==> src/rtl/nested_loop_counter.sv <==
// Nested loop counter: LEVELS cascaded mod-N counters (level 0 innermost) with a
// combinational carry chain, full-nest wrap pulse and optional one-shot completion.
module nested_loop_counter #(
    parameter int LEVELS        = 3,
    parameter int W             = 4,
    parameter int DEFAULT_BOUND = 10,
    parameter int ONESHOT       = 0
) (
    input  logic                clk,
    input  logic                rst,
    input  logic                en,
    input  logic                clr,
    input  logic                load,
    input  logic [LEVELS*W-1:0] bound,
    output logic [LEVELS*W-1:0] cnt,
    output logic [LEVELS-1:0]   co,
    output logic                wrap,
    output logic                done
);

    localparam logic [W-1:0] RST_BOUND = W'(DEFAULT_BOUND);
    localparam bit           ONE_PASS  = (ONESHOT != 0);

    // carry[i] is the carry into level i; carry[0] is the constant co[-1] = 1
    logic [LEVELS:0] carry;
    logic            step_en;
    logic            wrap_q, wrap_d;
    logic            done_q, done_d;

    assign carry[0] = 1'b1;
    assign co       = carry[LEVELS:1];
    assign step_en  = en && !(ONE_PASS && done_q);

    genvar gi;
    generate
        for (gi = 0; gi < LEVELS; gi++) begin : gen_level
            logic [W-1:0] cnt_q, cnt_d;
            logic [W-1:0] bnd_q, bnd_d;
            logic [W-1:0] last_val;

            // A zero bound behaves as N=1, so the terminal count is 0 either way
            assign last_val          = (bnd_q == '0) ? '0 : bnd_q - W'(1);
            assign carry[gi+1]       = (cnt_q == last_val) && carry[gi];
            assign cnt[gi*W +: W]    = cnt_q;

            always_comb begin
                cnt_d = cnt_q;
                bnd_d = bnd_q;
                if (clr) begin
                    cnt_d = '0;
                end else if (load) begin
                    cnt_d = '0;
                    bnd_d = bound[gi*W +: W];
                end else if (step_en && carry[gi]) begin
                    cnt_d = carry[gi+1] ? '0 : cnt_q + W'(1);
                end
            end

            always_ff @(posedge clk or negedge rst) begin
                if (!rst) begin
                    cnt_q <= '0;
                    bnd_q <= RST_BOUND;
                end else begin
                    cnt_q <= cnt_d;
                    bnd_q <= bnd_d;
                end
            end
        end
    endgenerate

    always_comb begin
        wrap_d = 1'b0;
        done_d = done_q;
        if (clr || load) begin
            done_d = 1'b0;
        end else if (step_en && carry[LEVELS]) begin
            wrap_d = 1'b1;
            if (ONE_PASS) begin
                done_d = 1'b1;
            end
        end
    end

    always_ff @(posedge clk or negedge rst) begin
        if (!rst) begin
            wrap_q <= 1'b0;
            done_q <= 1'b0;
        end else begin
            wrap_q <= wrap_d;
            done_q <= done_d;
        end
    end

    assign wrap = wrap_q;
    assign done = done_q;

endmodule

==> config.mk <==
export PLATFORM = sky130hd
export DESIGN_NAME = nested_loop_counter
export DESIGN_NICKNAME = d
export VERILOG_FILES = /design/src/rtl/nested_loop_counter.sv
export SDC_FILE = /design/constraint.sdc
export NUM_CORES = 1
export LEC_CHECK = 0
export BUFFER_PORTS_ARGS = -buffer_cell sky130_fd_sc_hd__buf_2
export CORE_MARGIN = 2
export CORE_UTILIZATION = 40
export CTS_BUF_LIST = sky130_fd_sc_hd__clkbuf_8
export CTS_CLUSTER_DIAMETER = 200
export DETAILED_ROUTE_END_ITERATION = 10
export GPL_ROUTABILITY_DRIVEN = 0
export PLACE_DENSITY = 0.71
export RECOVER_POWER = 25
export SYNTH_ARGS = -nofsm -noshare
export SYNTH_HDL_FRONTEND = slang
export SYNTH_SLANG_ARGS = --single-unit
==> constraint.sdc <==
create_clock -name clk -period 2.63 [get_ports clk]
set_input_delay 0.263 -clock clk [delete_from_list [all_inputs] [get_ports clk]]
set_output_delay 0.263 -clock clk [all_outputs]
set_load 0.02 [all_outputs]
======== After elaboration in Yosys (flattened, before gate mapping) ========
Cells that the tools add are included.
storage, ports and cells
  bits of input ports ..................... 17
  flip-flop bits (word level) ............. 25
  output and inout port bits .............. 17
  word-level logic and storage cells ...... 47
operators by class
  add/subtract/negate cells ............... 6
  reduce and logical (&&, ||, !) cells .... 13
  muxes and demuxes ....................... 17
  bitwise gates (word level) .............. 1
  equality and inequality tests ........... 3
operators with widths
  kind                                               count
  two-way mux 4 bit                                  15
  adder 4 x 1 -> 4 bit (second input constant)       3
  equality test 4 bit                                3
  logical NOT 4 bit                                  3
  subtractor 4 x 1 -> 4 bit (second input constant)  3
  nonzero test 3 bit                                 3
  logical AND 1 bit                                  5
  two-way mux 1 bit                                  2
  AND reduction 2 bit                                1
  logical OR 1 bit                                   1
  NOT 1 bit                                          1

======== Longest topological paths before layout ========
Gate-level depths: netlist of run 1.
  depth after elaboration ................. 9
  gate-level depth with buffers ........... 8
  mapped depth without buffers ............ 6

======== Worst setup path after synthesis of run 1 ========
No wires, ideal clock.
  path kind ............................... flip-flop to flip-flop
  start ................................... register gen_level[0].bnd_q[3]
  end ..................................... register wrap_q (netlist: wrap)
  library setup time ...................... 0.069 ns
  data required time ...................... 2.561 ns
  clock period less this slack ............ 2.483 ns
  slack ................................... 0.147 ns
  cell stages (with the launch flop) ...... 7
  path buffers ............................ 0
  data arrival time ....................... 2.415 ns
  path through ............................ dfstp_2 > or4b_1 > o221ai_1 > o211ai_2 > or3_1 > nor3_1 > and3_1
between the ends
  longest elaborated chain between the ends .. 8
  elaborated cells on any way between the ends .. 9
  classes of those cells .................. add/sub: 1; eq/ne: 1; mux: 3; reduce/logical: 4
RTL lines
  what                                                            RTL line  source
  from (decl)                                                     38        logic [W-1:0] bnd_q, bnd_d;
  from (signal assigned)                                          65        bnd_q <= bnd_d;
  subtractor 4 x 1 -> 4 bit or logical NOT 4 bit (tied branches)  42        assign last_val = (bnd_q == '0) ? '0 : bnd_q - W'(1);
  two-way mux 4 bit *                                             42
  equality test 4 bit *                                           43        assign carry[gi+1] = (cnt_q == last_val) && carry[gi];
  logical AND 1 bit * (2 in a row)                                43
  named net co[2]                                                 16        output logic [LEVELS-1:0] co,
  logical AND 1 bit *                                             76        end else if (step_en && carry[LEVELS]) begin
  two-way mux 1 bit *                                             76
  two-way mux 1 bit *                                             74        if (clr || load) begin
  named net wrap_d                                                27        logic wrap_q, wrap_d;
  to (signal assigned)                                            89        wrap_q <= wrap_d;
  to (decl)                                                       27
Mark *: on every way through the listed nets, which the timed path passes. The rest lies on a longest branch.
A chain may end at the register's enable or synchronous reset.

======== Worst setup path in the final report of run 1 ========
  start ................................... register gen_level[0].bnd_q[3]
  end ..................................... output port co[0]
between the ends
  longest elaborated chain between the ends .. 3
  elaborated cells on any way between the ends .. 4
  classes of those cells .................. add/sub: 1; eq/ne: 1; mux: 1; reduce/logical: 1
RTL lines
  what                                                            RTL line
  subtractor 4 x 1 -> 4 bit or logical NOT 4 bit (tied branches)  42
  two-way mux 4 bit *                                             42
  equality test 4 bit *                                           43
  to (decl)                                                       16
Mark *: on every way between the ends. The rest lies on a longest branch, timed or not.

==> results of run 1 <==
## power by group through the flow
stage	sequential (W)	combinational, W	clock [W]
4_1_cts	0.000470	0.000251	0.000250
3_5_place_dp	0.000480	0.000238	0
3_3_place_gp	0.000479	0.000235	0
2_1_floorplan	0.000468	0.000173	0
5_1_grt	0.000477	0.000298	0.000264
6_report	0.000470	0.000271	0.000243
## registers in the layout (all words and copies together), names as in the netlist
register         count
wrap                 1
gen_level.bnd_q     12
gen_level.cnt_q     12
## cell usage after synthesis (2+ instances only)
cell and n:
clkbuf_1 6, nand3b_1 4, xor2_1 4, o22ai_1 2, dfrtp_1 19, o211ai_1 5
nor3_1 7, a21oi_1 10, a211o_1 3, a311oi_1 2, or4_1 3, inv_1 7
or2_2 2, nor2b_1 4, nand2_1 7, a32o_1 2, and3_1 3, a211oi_1 2
ha_1 3, mux2_2 13, nor4bb_1 2, or3_1 2, o21ai_0 9, nand3_1 7
nand2b_1 10, a31oi_1 3, nor2_1 8, dfstp_2 6, nor4_1 2
## worst paths after layout
check	cells past startpoint	end	from	slack (ps)
setup reg to reg	7	gen_level[2].cnt_q[3]	gen_level[0].bnd_q[3]	140
min in group asynchronous	2	gen_level[0].bnd_q[0]	rst	840
hold / removal	3	gen_level[2].bnd_q[0]	bound[8]	190
setup / recovery	7	co[0]	gen_level[0].bnd_q[3]	90
hold reg to reg	1	gen_level[0].bnd_q[0]	gen_level[0].bnd_q[0]	570
max in group asynchronous	2	gen_level[0].bnd_q[0]	rst	880
## cells by family after synthesis
logic type	after synthesis
other cells	1
fa+ha+maj	3
buf+inv	17
mux	13
compound gates	45
simple gates	67
xor+xnor	5
flops	25
## cell type report
class                   instances  area [um2]  area share, %
clock buffers                   3        41.3           2.10
multi-input cells             134         950           48.4
flip-flops and latches         25         634           32.3
well taps                      50        62.6           3.19
inverters                       8        30.0           1.53
repair buffers                 41         236           12.1
clock inverters                 1        7.51          0.383
## through the flow
| step | area, um2 | setup slack, ps |
|---|---|---|
| after floorplan | 1640 | 147 |
| after global placement | 1850 | 279 |
| after detailed placement | 1850 | 199 |
| after CTS | 1930 | 29.2 |
| after global routing | 1960 | -5.38 |
| final | 1960 | 93.9 |
## critical path: cells and delay by family (launching register included)
| kind | cells | cell delay (ps) |
|---|---|---|
| AND/OR/NAND/NOR | 2 | 860 |
| flip-flops | 1 | 540 |
| buffers and inverters | 3 | 340 |
| AO/OA/AOI/OAI | 2 | 260 |
## what timing repair did
| item | in CTS | in global routing |
|---|---|---|
| endpoints found under the hold margin | 19 | 0 |
| resized for setup | 3 | 7 |
| setup buffers | 1 | 2 |
| hold buffers | 1 | 0 |
| endpoints found under the setup margin | 3 | 3 |
| pin swaps | 0 | 3 |
## layer usage
layer	global-route usage (%)	share of wire (%)	wire length (um)
met1	22.7	47	1730
met5	0	0	0
met2	27.9	48	1750
met4	3.75	0.82	30
met3	2.14	4.3	159
==> metrics.csv, run 1 <==
stage,metric,value,unit
status,status,"complete, no violations",
timing,finalSetupViolations,0,
worst_setup_path,critPathRequiredTime,2370,ps
clocking,clk_latency,280,ps
power_and_ir_drop,power.ir.vdd_worst,263,uV
power_and_ir_drop,p_sw_share,32.7,%
clocking,ctsRootBufferMaster,clkbuf_8,
synthesis,synth_area_leaders,"dfrtp_1 (29%), dfstp_2 (9.6%), mux2_2 (8.9%)",
min_path,hold_path.class,input port to flop,
synthesis,ys_ff_latch,25,
power_and_ir_drop,pwr-share-comb,27.5,%
timing,whs,186,ps
synthesis,synth.distinct_cells,48,
synthesis,synth_top_family_by_area,simple AND/OR/NAND/NOR gates,
worst_setup_path,critPathKind,flop to primary output,
layout,nFillCells,382,
synthesis,syn-cell-area,1640,um2
synthesis,synthArstFlopShare,100,%
drt,initialDrtViolationCount,48,
die,core_area,3970,um2
global_routing,grt_remaining_overflow,0,
worst_setup_path,critPathArrivalTime,2270,ps
timing,fin_tns_setup,0,ps
worst_setup_path,cp_max_fo,10,
global_routing,groute.usage.overall,16.6,%
timing,min_period,2540,ps
die,io_pins,34,
worst_setup_path,cpPeakStageDelay,540,ps
timing,fmax,394,MHz
placement,dp_cells,254,
layout,fin_util,49.4,%
clocking,cts_tree,built,
worst_setup_path,end_kind,primary output,
job,cap_violations,0,
power_and_ir_drop,p_switching,0.000322,W
synthesis,synthAdderAreaFrac,2.29,%
synthesis,yosys.area_share.simple,24.0,%
clocking,clock-sinks,25,
synthesis,synth_top_area_share,29.0,%
layout,final_cells,262,
power_and_ir_drop,power.density,502,nW/um2
die,start_util,41.3,%
layout,mostFrequentLayoutCell,buf_2,
drt,via_per_inst,5.65,
synthesis,synth.largest_area_cell,dfrtp_1,
worst_setup_path,critPathSlowestCell,dfstp_2,
clocking,clockBufferDepth,2,
drt,dr.pass1.iters,4,
timing,finalHoldViolCount,0,
power_and_ir_drop,p_leak,0.835,nW
placement,dp_hpwl,2550,um
drt,ant_nets,0,
synthesis,avgSynthCellArea,9.32,um2
clocking,htreeDepth,1,
drt,dr_total_vias,1480,
drt,wl_per_cell,14.0,um
timing,final_max_slew_viol_count,0,
global_routing,grt_max_degree,26,
global_routing,grt_pass1_vias,1273,
synthesis,synth_edf_count,0,
synthesis,synth_xor_area_share,2.67,%
power_and_ir_drop,power,0.000985,W
synthesis,ys.flop_type,dfrtp_1,
power_and_ir_drop,p_seq_share,47.8,%
timing,skew,3.78,ps
global_routing,grt_pass1_wl,6000,um
die,row_count,23,
synthesis,synth_compound_area_share,18.6,%
synthesis,syn_nets,196,
synthesis,synth_cells,176,
power_and_ir_drop,power_frac_clock,24.7,%
layout,final_layout_size_suffix_gt1_share,32.5,%
layout,diodes,0,
placement,port_buffers,32,
synthesis,synthMuxAreaShare,8.92,%
timing,slew_headroom,6.54,%
worst_setup_path,crit_path_start_kind,flop,
drt,post-route-drc-count,0,
timing,worstMarginPinSlew,1400,ps
power_and_ir_drop,power.internal,0.000663,W
timing,fin_crit_sh,96.4,%
drt,wirelength,3670,um
layout,area_growth,19.6,%
layout,final_nets,233,
die,die_h,68.0,um
worst_setup_path,crit_chain,or4b_1 -> o221ai_1 -> o211ai_2 -> or3_4 -> buf_6 -> inv_1 -> buf_4,
clocking,clk_pin_slew,90,ps
synthesis,yosys_warnings,0,
die,dieArea,4630,um2
clocking,cts_buffers,3,
die,die_width,68.0,um
synthesis,yosysSeqAreaShare,38.6,%
global_routing,grt_antenna_before_repair,0,
layout,mostFrequentLayoutCells,"buf_2 (28), dfrtp_1 (18), mux2_2 (13)",
(Power assumes the default switching activity.)
==> inputs of run 2 (changes only) <==
--- a/config.mk
+++ b/config.mk
@@ -5,7 +5,7 @@
 export SDC_FILE = /design/constraint.sdc
 export NUM_CORES = 1
 export LEC_CHECK = 0
-export BUFFER_PORTS_ARGS = -buffer_cell sky130_fd_sc_hd__buf_2
+export BUFFER_PORTS_ARGS = -buffer_cell sky130_fd_sc_hd__buf_4
 export CORE_MARGIN = 2
 export CORE_UTILIZATION = 40
 export CTS_BUF_LIST = sky130_fd_sc_hd__clkbuf_8
==> metrics.csv, run 2 (same netlist as run 1, synthesis figures left out) <==
stage,metric,value,unit,change
die,die_h,68.0,um,unchanged
power_and_ir_drop,power.density,481,nW/um2,was 502 nW/um2
layout,mostFrequentLayoutCell,buf_4,,was buf_2
worst_setup_path,critPathArrivalTime,2250,ps,was 2270 ps
power_and_ir_drop,p_seq_share,49.5,%,was 47.8%
min_path,hold_start,bound[8],,unchanged
die,core_area,3970,um2,unchanged
power_and_ir_drop,power.ir.vdd_worst,252,uV,was 263 uV
clocking,clock-sinks,25,,unchanged
die,io_pins,34,,unchanged
clocking,clk_pin_slew,90,ps,about the same
timing,final_max_slew_viol_count,0,,unchanged
power_and_ir_drop,p_sw_share,32.0,%,was 32.7%
drt,initialDrtViolationCount,74,,was 48
global_routing,grt_max_degree,26,,unchanged
drt,dr_total_vias,1434,,was 1480
worst_setup_path,critPathRequiredTime,2370,ps,about the same
drt,dr.pass1.iters,4,,unchanged
layout,stdcell_area,2000,um2,was 1960 um2
power_and_ir_drop,p_leak,0.834,nW,was 0.835 nW
clocking,clockBufferDepth,2,,unchanged
clocking,ctsRootBufferMaster,clkbuf_8,,unchanged
timing,finalSetupViolations,0,,unchanged
die,dieArea,4630,um2,unchanged
die,row_count,23,,unchanged
placement,place_area,1930,um2,was 1850 um2
layout,diodes,0,,unchanged
timing,finalHoldViolCount,0,,unchanged
worst_setup_path,crit_path_start_kind,flop,,unchanged
drt,wirelength,3650,um,was 3670 um
layout,final_nets,229,,was 233
timing,fmax,398,MHz,was 394 MHz
power_and_ir_drop,p_switching,0.000308,W,was 0.000322 W
power_and_ir_drop,power.internal,0.000656,W,was 0.000663 W
clocking,htreeDepth,1,,unchanged
worst_setup_path,crit_start,gen_level[0].bnd_q[3],,unchanged
clocking,cts_setup_buffers,0,,was 1
timing,worstMarginPinSlew,1330,ps,was 1400 ps
die,start_util,41.3,%,unchanged
global_routing,groute.usage.overall,17.2,%,was 16.6%
placement,dp_hpwl,2640,um,was 2550 um
drt,post-route-drc-count,0,,unchanged
job,cap_violations,0,,unchanged
worst_setup_path,cp_max_fo,8,,was 10
clocking,cts_tree,built,,unchanged
drt,wl_per_cell,14.1,um,was 14.0 um
min_path,hold_path.class,input port to flop,,unchanged
timing,min_period,2510,ps,was 2540 ps
timing,fin_tns_setup,0,ps,unchanged
clocking,clk_latency,270,ps,was 280 ps
layout,final_layout_size_suffix_gt1_share,31.7,%,was 32.5%
die,die_width,68.0,um,unchanged
drt,via_per_inst,5.56,,was 5.65
timing,slew_headroom,11.5,%,was 6.54%
worst_setup_path,rr_startpoint,gen_level[0].bnd_q[3],,unchanged
layout,mostFrequentLayoutCells,"buf_4 (34), dfrtp_1 (19), mux2_2 (13)",,"was buf_2 (28), dfrtp_1 (18), mux2_2 (13)"
timing,fin_crit_sh,95.6,%,was 96.4%
power_and_ir_drop,power_frac_clock,24.5,%,was 24.7%
global_routing,grt_pass1_vias,1328,,was 1273
clocking,cts_buffers,3,,unchanged
timing,skew,3.44,ps,was 3.78 ps
placement,port_buffers,32,,unchanged
status,status,"complete, no violations",,unchanged
global_routing,grt_antenna_before_repair,0,,unchanged
global_routing,grt_pass1_wl,6120,um,was 6000 um
power_and_ir_drop,pwr-share-comb,25.9,%,was 27.5%
layout,nFillCells,380,,was 382
worst_setup_path,end_kind,primary output,,unchanged
worst_setup_path,critPathKind,flop to primary output,,unchanged
timing,rsz0062_at_grt,false,,
drt,ant_nets,0,,unchanged
global_routing,grt_remaining_overflow,0,,unchanged
layout,area_growth,22.2,%,was 19.6%
[run 2: final cells by class]
| cell class | count | area [um2] | area share [%] |
|---|---|---|---|
| flip-flops and latches | 25 | 633 | 31.6 |
| inverters | 8 | 30.0 | 1.50 |
| multi-input cells | 134 | 950 | 47.4 |
| well taps | 50 | 62.6 | 3.12 |
| repair buffers | 37 | 280 | 14.0 |
| clock inverters | 1 | 7.51 | 0.375 |
| clock buffers | 3 | 41.3 | 2.06 |
[run 2: timing repair]
action | CTS | global route
gates resized for setup | 2 | 4
cloned | 0 | 0
endpoints found under the setup margin | 1 | 2
hold endpoints to repair | 19 | 0
pin swaps | 0 | 2
hold buffers | 1 | 0
[run 2: metal layers]
| layer | vias up | track usage, % | wire length [um] |
|---|---|---|---|
| met5 | - | 0 | 0 |
| met4 | 0 | 5.75 | 38 |
| met2 | 37 | 28.3 | 1710 |
| li1 | 719 | - | - |
| met3 | 4 | 2.80 | 178 |
| met1 | 674 | 22.9 | 1720 |
[run 2: worst paths after layout]
| check | endpoint | slack, ps | cells past startpoint |
|---|---|---|---|
| min in group asynchronous | gen_level[0].cnt_q[2] | 810 | 2 |
| worst min-delay path | gen_level[2].bnd_q[0] | 200 | 3 |
| worst min register to register | gen_level[2].cnt_q[3] | 630 | 1 |
| max in group asynchronous | gen_level[2].bnd_q[0] | 1050 | 2 |
| worst max register to register | gen_level[1].cnt_q[2] | 270 | 6 |
| worst max-delay path | co[1] | 120 | 6 |
[run 2: critical path: stages (launching register included)]
cell and delay, ps:
dfstp_2 590, or4b_1 430, o221ai_1 100, o211ai_2 130, or3_4 420, nor2_2 150, buf_4 160
[run 2: power groups by stage]
stage / Sequential [W] / Clock, W / Combinational [W]
2_1_floorplan: 0.000468 / 0 / 0.000173
3_3_place_gp: 0.000484 / 0 / 0.000238
3_5_place_dp: 0.000485 / 0 / 0.000240
4_1_cts: 0.000478 / 0.000243 / 0.000247
5_1_grt: 0.000485 / 0.000259 / 0.000280
6_report: 0.000478 / 0.000236 / 0.000250
[run 2: metrics by stage]
stage / utilization, % / cells / worst slack, ps / power [W] / hold WS [ps]
floorplan: - / 176 / 147 / 0.000641 / -32.6
global placement: 48.5 / 253 / 275 / 0.000722 / 189
detailed placement: 48.5 / 253 / 270 / 0.000726 / 186
CTS: 50.3 / 258 / 33.8 / 0.000969 / 194
global route: 50.5 / 258 / 3.23 / 0.00102 / 200
finish: 50.5 / 258 / 116 / 0.000964 / 196
==> inputs of run 3 (changes only) <==
--- a/config.mk
+++ b/config.mk
@@ -7,12 +7,12 @@
 export LEC_CHECK = 0
 export BUFFER_PORTS_ARGS = -buffer_cell sky130_fd_sc_hd__buf_4
 export CORE_MARGIN = 2
-export CORE_UTILIZATION = 40
+export CORE_UTILIZATION = 55
 export CTS_BUF_LIST = sky130_fd_sc_hd__clkbuf_8
 export CTS_CLUSTER_DIAMETER = 200
 export DETAILED_ROUTE_END_ITERATION = 10
 export GPL_ROUTABILITY_DRIVEN = 0
-export PLACE_DENSITY = 0.71
+export PLACE_DENSITY = 0.9
 export RECOVER_POWER = 25
 export SYNTH_ARGS = -nofsm -noshare
 export SYNTH_HDL_FRONTEND = slang
==> metrics.csv, run 3 (same netlist as run 1, synthesis figures left out) <==
stage,metric,value,unit,change
die,io_pins,34,,unchanged
drt,dr_wl_met3,204,um,was 178 um
timing,finalSetupViolations,0,,unchanged
layout,mostFrequentLayoutCell,buf_4,,unchanged
worst_setup_path,ff2ff_path_depth,7,,was 6
die,core_area,2810,um2,was 3970 um2
global_routing,grt_max_degree,26,,unchanged
power_and_ir_drop,p_leak,0.853,nW,was 0.834 nW
drt,dr_total_vias,1547,,was 1434
die,dieArea,3440,um2,was 4630 um2
min_path,hold_start,bound[8],,unchanged
clocking,clk_pin_slew,80,ps,was 90 ps
worst_setup_path,cp_max_fo,10,,was 8
power_and_ir_drop,p_seq_share,48.0,%,was 49.5%
clocking,clockBufferDepth,2,,unchanged
worst_setup_path,path_delay_family,simple AND/OR/NAND/NOR gates,,unchanged
layout,diodes,0,,unchanged
clocking,ctsRootBufferMaster,clkbuf_8,,unchanged
layout,nFillCells,204,,was 380
worst_setup_path,critPathArrivalTime,2260,ps,was 2250 ps
layout,area_growth,22.2,%,unchanged
timing,fmax,396,MHz,was 398 MHz
min_path,hold_path.class,input port to flop,,unchanged
timing,fin_tns_setup,0,ps,unchanged
die,die_width,58.6,um,was 68.0 um
worst_setup_path,r2r-end,gen_level[2].cnt_q[0],,was gen_level[1].cnt_q[2]
global_routing,grt_pass1_wl,6750,um,was 6120 um
die,start_util,58.5,%,was 41.3%
timing,worstMarginPinSlew,1370,ps,was 1330 ps
worst_setup_path,rrSetupSlack,130,ps,was 270 ps
worst_setup_path,critPathRequiredTime,2370,ps,about the same
global_routing,grt_pass1_vias,1500,,was 1328
clocking,clk_latency,280,ps,was 270 ps
drt,post-route-drc-count,2,,was 0
worst_setup_path,crit_path_start_kind,flop,,unchanged
timing,final_max_slew_viol_count,0,,unchanged
worst_setup_path,cp.depth,7,,was 6
drt,ant_nets,0,,unchanged
drt,drt-met1-wl,1600,um,was 1720 um
worst_setup_path,critPathSlowestCell,dfstp_2,,unchanged
status,violations,DRC,,
clocking,cts_tree,built,,unchanged
worst_setup_path,rr_startpoint,gen_level[0].bnd_q[3],,unchanged
drt,via_per_inst,6.39,,was 5.56
status,status,"finished, violations left",,"was complete, no violations"
global_routing,grt_antenna_before_repair,0,,unchanged
drt,top_layer_used,met4,,unchanged
clocking,cts_buffers,3,,unchanged
clocking,htreeDepth,1,,unchanged
die,row_count,19,,was 23
worst_setup_path,path_buf_inv,3,,was 1
timing,slew_headroom,8.67,%,was 11.5%
layout,final_nets,232,,was 229
global_routing,groute.usage.overall,26.2,%,was 17.2%
min_path,hold_depth,3,,unchanged
layout,fin_util,71.5,%,was 50.5%
worst_setup_path,cpPeakStageDelay,540,ps,was 590 ps
drt,initialDrtViolationCount,81,,was 74
drt,wl_per_cell,16.9,um,was 14.1 um
global_routing,grt_remaining_overflow,0,,unchanged
timing,min_period,2530,ps,was 2510 ps
placement,dp_hpwl,2890,um,was 2640 um
placement,port_buffers,32,,unchanged
layout,final_cells,242,,was 258
power_and_ir_drop,pwr-share-comb,28.7,%,was 25.9%
job,cap_violations,0,,unchanged
timing,rsz0062_at_grt,false,,unchanged
drt,wl_met2,2210,um,was 1710 um
worst_setup_path,critPathKind,flop to primary output,,unchanged
power_and_ir_drop,power.density,491,nW/um2,was 481 nW/um2
worst_setup_path,crit_chain,or4b_1 -> o221ai_1 -> o211ai_2 -> or3_4 -> buf_6 -> inv_1 -> buf_4,,was or4b_1 -> o221ai_1 -> o211ai_2 -> or3_4 -> nor2_2 -> buf_4
drt,wirelength,4090,um,was 3650 um
die,die_h,58.6,um,was 68.0 um
min_path,hold_end,gen_level[2].bnd_q[0],,unchanged
power_and_ir_drop,p_sw_share,32.3,%,was 32.0%
timing,fin_crit_sh,96.0,%,was 95.6%
power_and_ir_drop,power_frac_clock,23.3,%,was 24.5%
layout,final_layout_size_suffix_gt1_share,32.7,%,was 31.7%
power_and_ir_drop,power.internal,0.000666,W,was 0.000656 W
power_and_ir_drop,p_switching,0.000317,W,was 0.000308 W
worst_setup_path,end_kind,primary output,,unchanged
layout,mostFrequentLayoutCells,"buf_4 (36), dfrtp_1 (18), mux2_2 (13)",,"was buf_4 (34), dfrtp_1 (19), mux2_2 (13)"
power_and_ir_drop,power.ir.vdd_worst,301,uV,was 252 uV
timing,skew,4.68,ps,was 3.44 ps
placement,dp_cells,234,,was 253
timing,finalHoldViolCount,0,,unchanged
clocking,clock-sinks,25,,unchanged
drt,dr.pass1.iters,7,,was 4
[run 3: power by group through the flow]
stage               Sequential, W  Combinational, W  Clock [W]
global route             0.000478          0.000311   0.000251
detailed placement       0.000483          0.000244          0
floorplan                0.000468          0.000173          0
CTS                      0.000473          0.000258   0.000236
finish                   0.000472          0.000282   0.000229
global placement         0.000477          0.000229          0
[run 3: timing repair]
| action | CTS | global route |
|---|---|---|
| endpoints found under the setup margin | 3 | 5 |
| pin swaps | 0 | 3 |
| gates resized for setup | 2 | 6 |
| endpoints found under the hold margin | 19 | 0 |
| hold buffers | 1 | 0 |
| setup buffers | 1 | 2 |
[run 3: cell type report]
type	instances	area, um2	share of cell area [%]
multi-input cells	134	950	47.4
flip-flops and latches	25	634	31.6
repair buffers	40	307	15.3
clock buffers	3	41.3	2.06
well taps	31	38.8	1.94
inverters	8	30.0	1.50
clock inverters	1	3.75	0.187
[run 3: worst min-delay path, delay by kind of cell]
family | cells | cell delay (ps)
buffers and inverters | 1 | 70
AO/OA/AOI/OAI | 1 | 50
AND/OR/NAND/NOR | 1 | 30
[run 3: how the worst max path moves through the flow]
stage	startpoint	endpoint	slack [ps]
final	gen_level[0].bnd_q[3]	co[0]	100
after global routing	gen_level[1].cnt_q[2]	gen_level[2].cnt_q[0]	2
after floorplan	gen_level[0].bnd_q[3]	wrap	150
after global placement	gen_level[0].bnd_q[3]	co[2]	270
after detailed placement	gen_level[0].bnd_q[3]	co[2]	200
after CTS	gen_level[0].bnd_q[0]	co[2]	50
[run 3: per-layer routing]
metal	track usage, %	vias to the layer above
li1	-	724
met4	12.7	0
met1	31.4	756
met3	3.96	7
met5	0	-
met2	45.9	60
[run 3: stage by stage]
| step | area, um2 | hold slack (ps) | setup slack (ps) | total power [W] |
|---|---|---|---|---|
| 4_1_cts | 1980 | 184 | 48.3 | 0.000967 |
| 3_5_place_dp | 1900 | 181 | 196 | 0.000728 |
| 6_report | 2000 | 186 | 104 | 0.000984 |
| 5_1_grt | 2000 | 206 | 1.59 | 0.00104 |
| 3_3_place_gp | 1900 | 178 | 267 | 0.000706 |
| 2_1_floorplan | 1640 | -32.6 | 147 | 0.000641 |
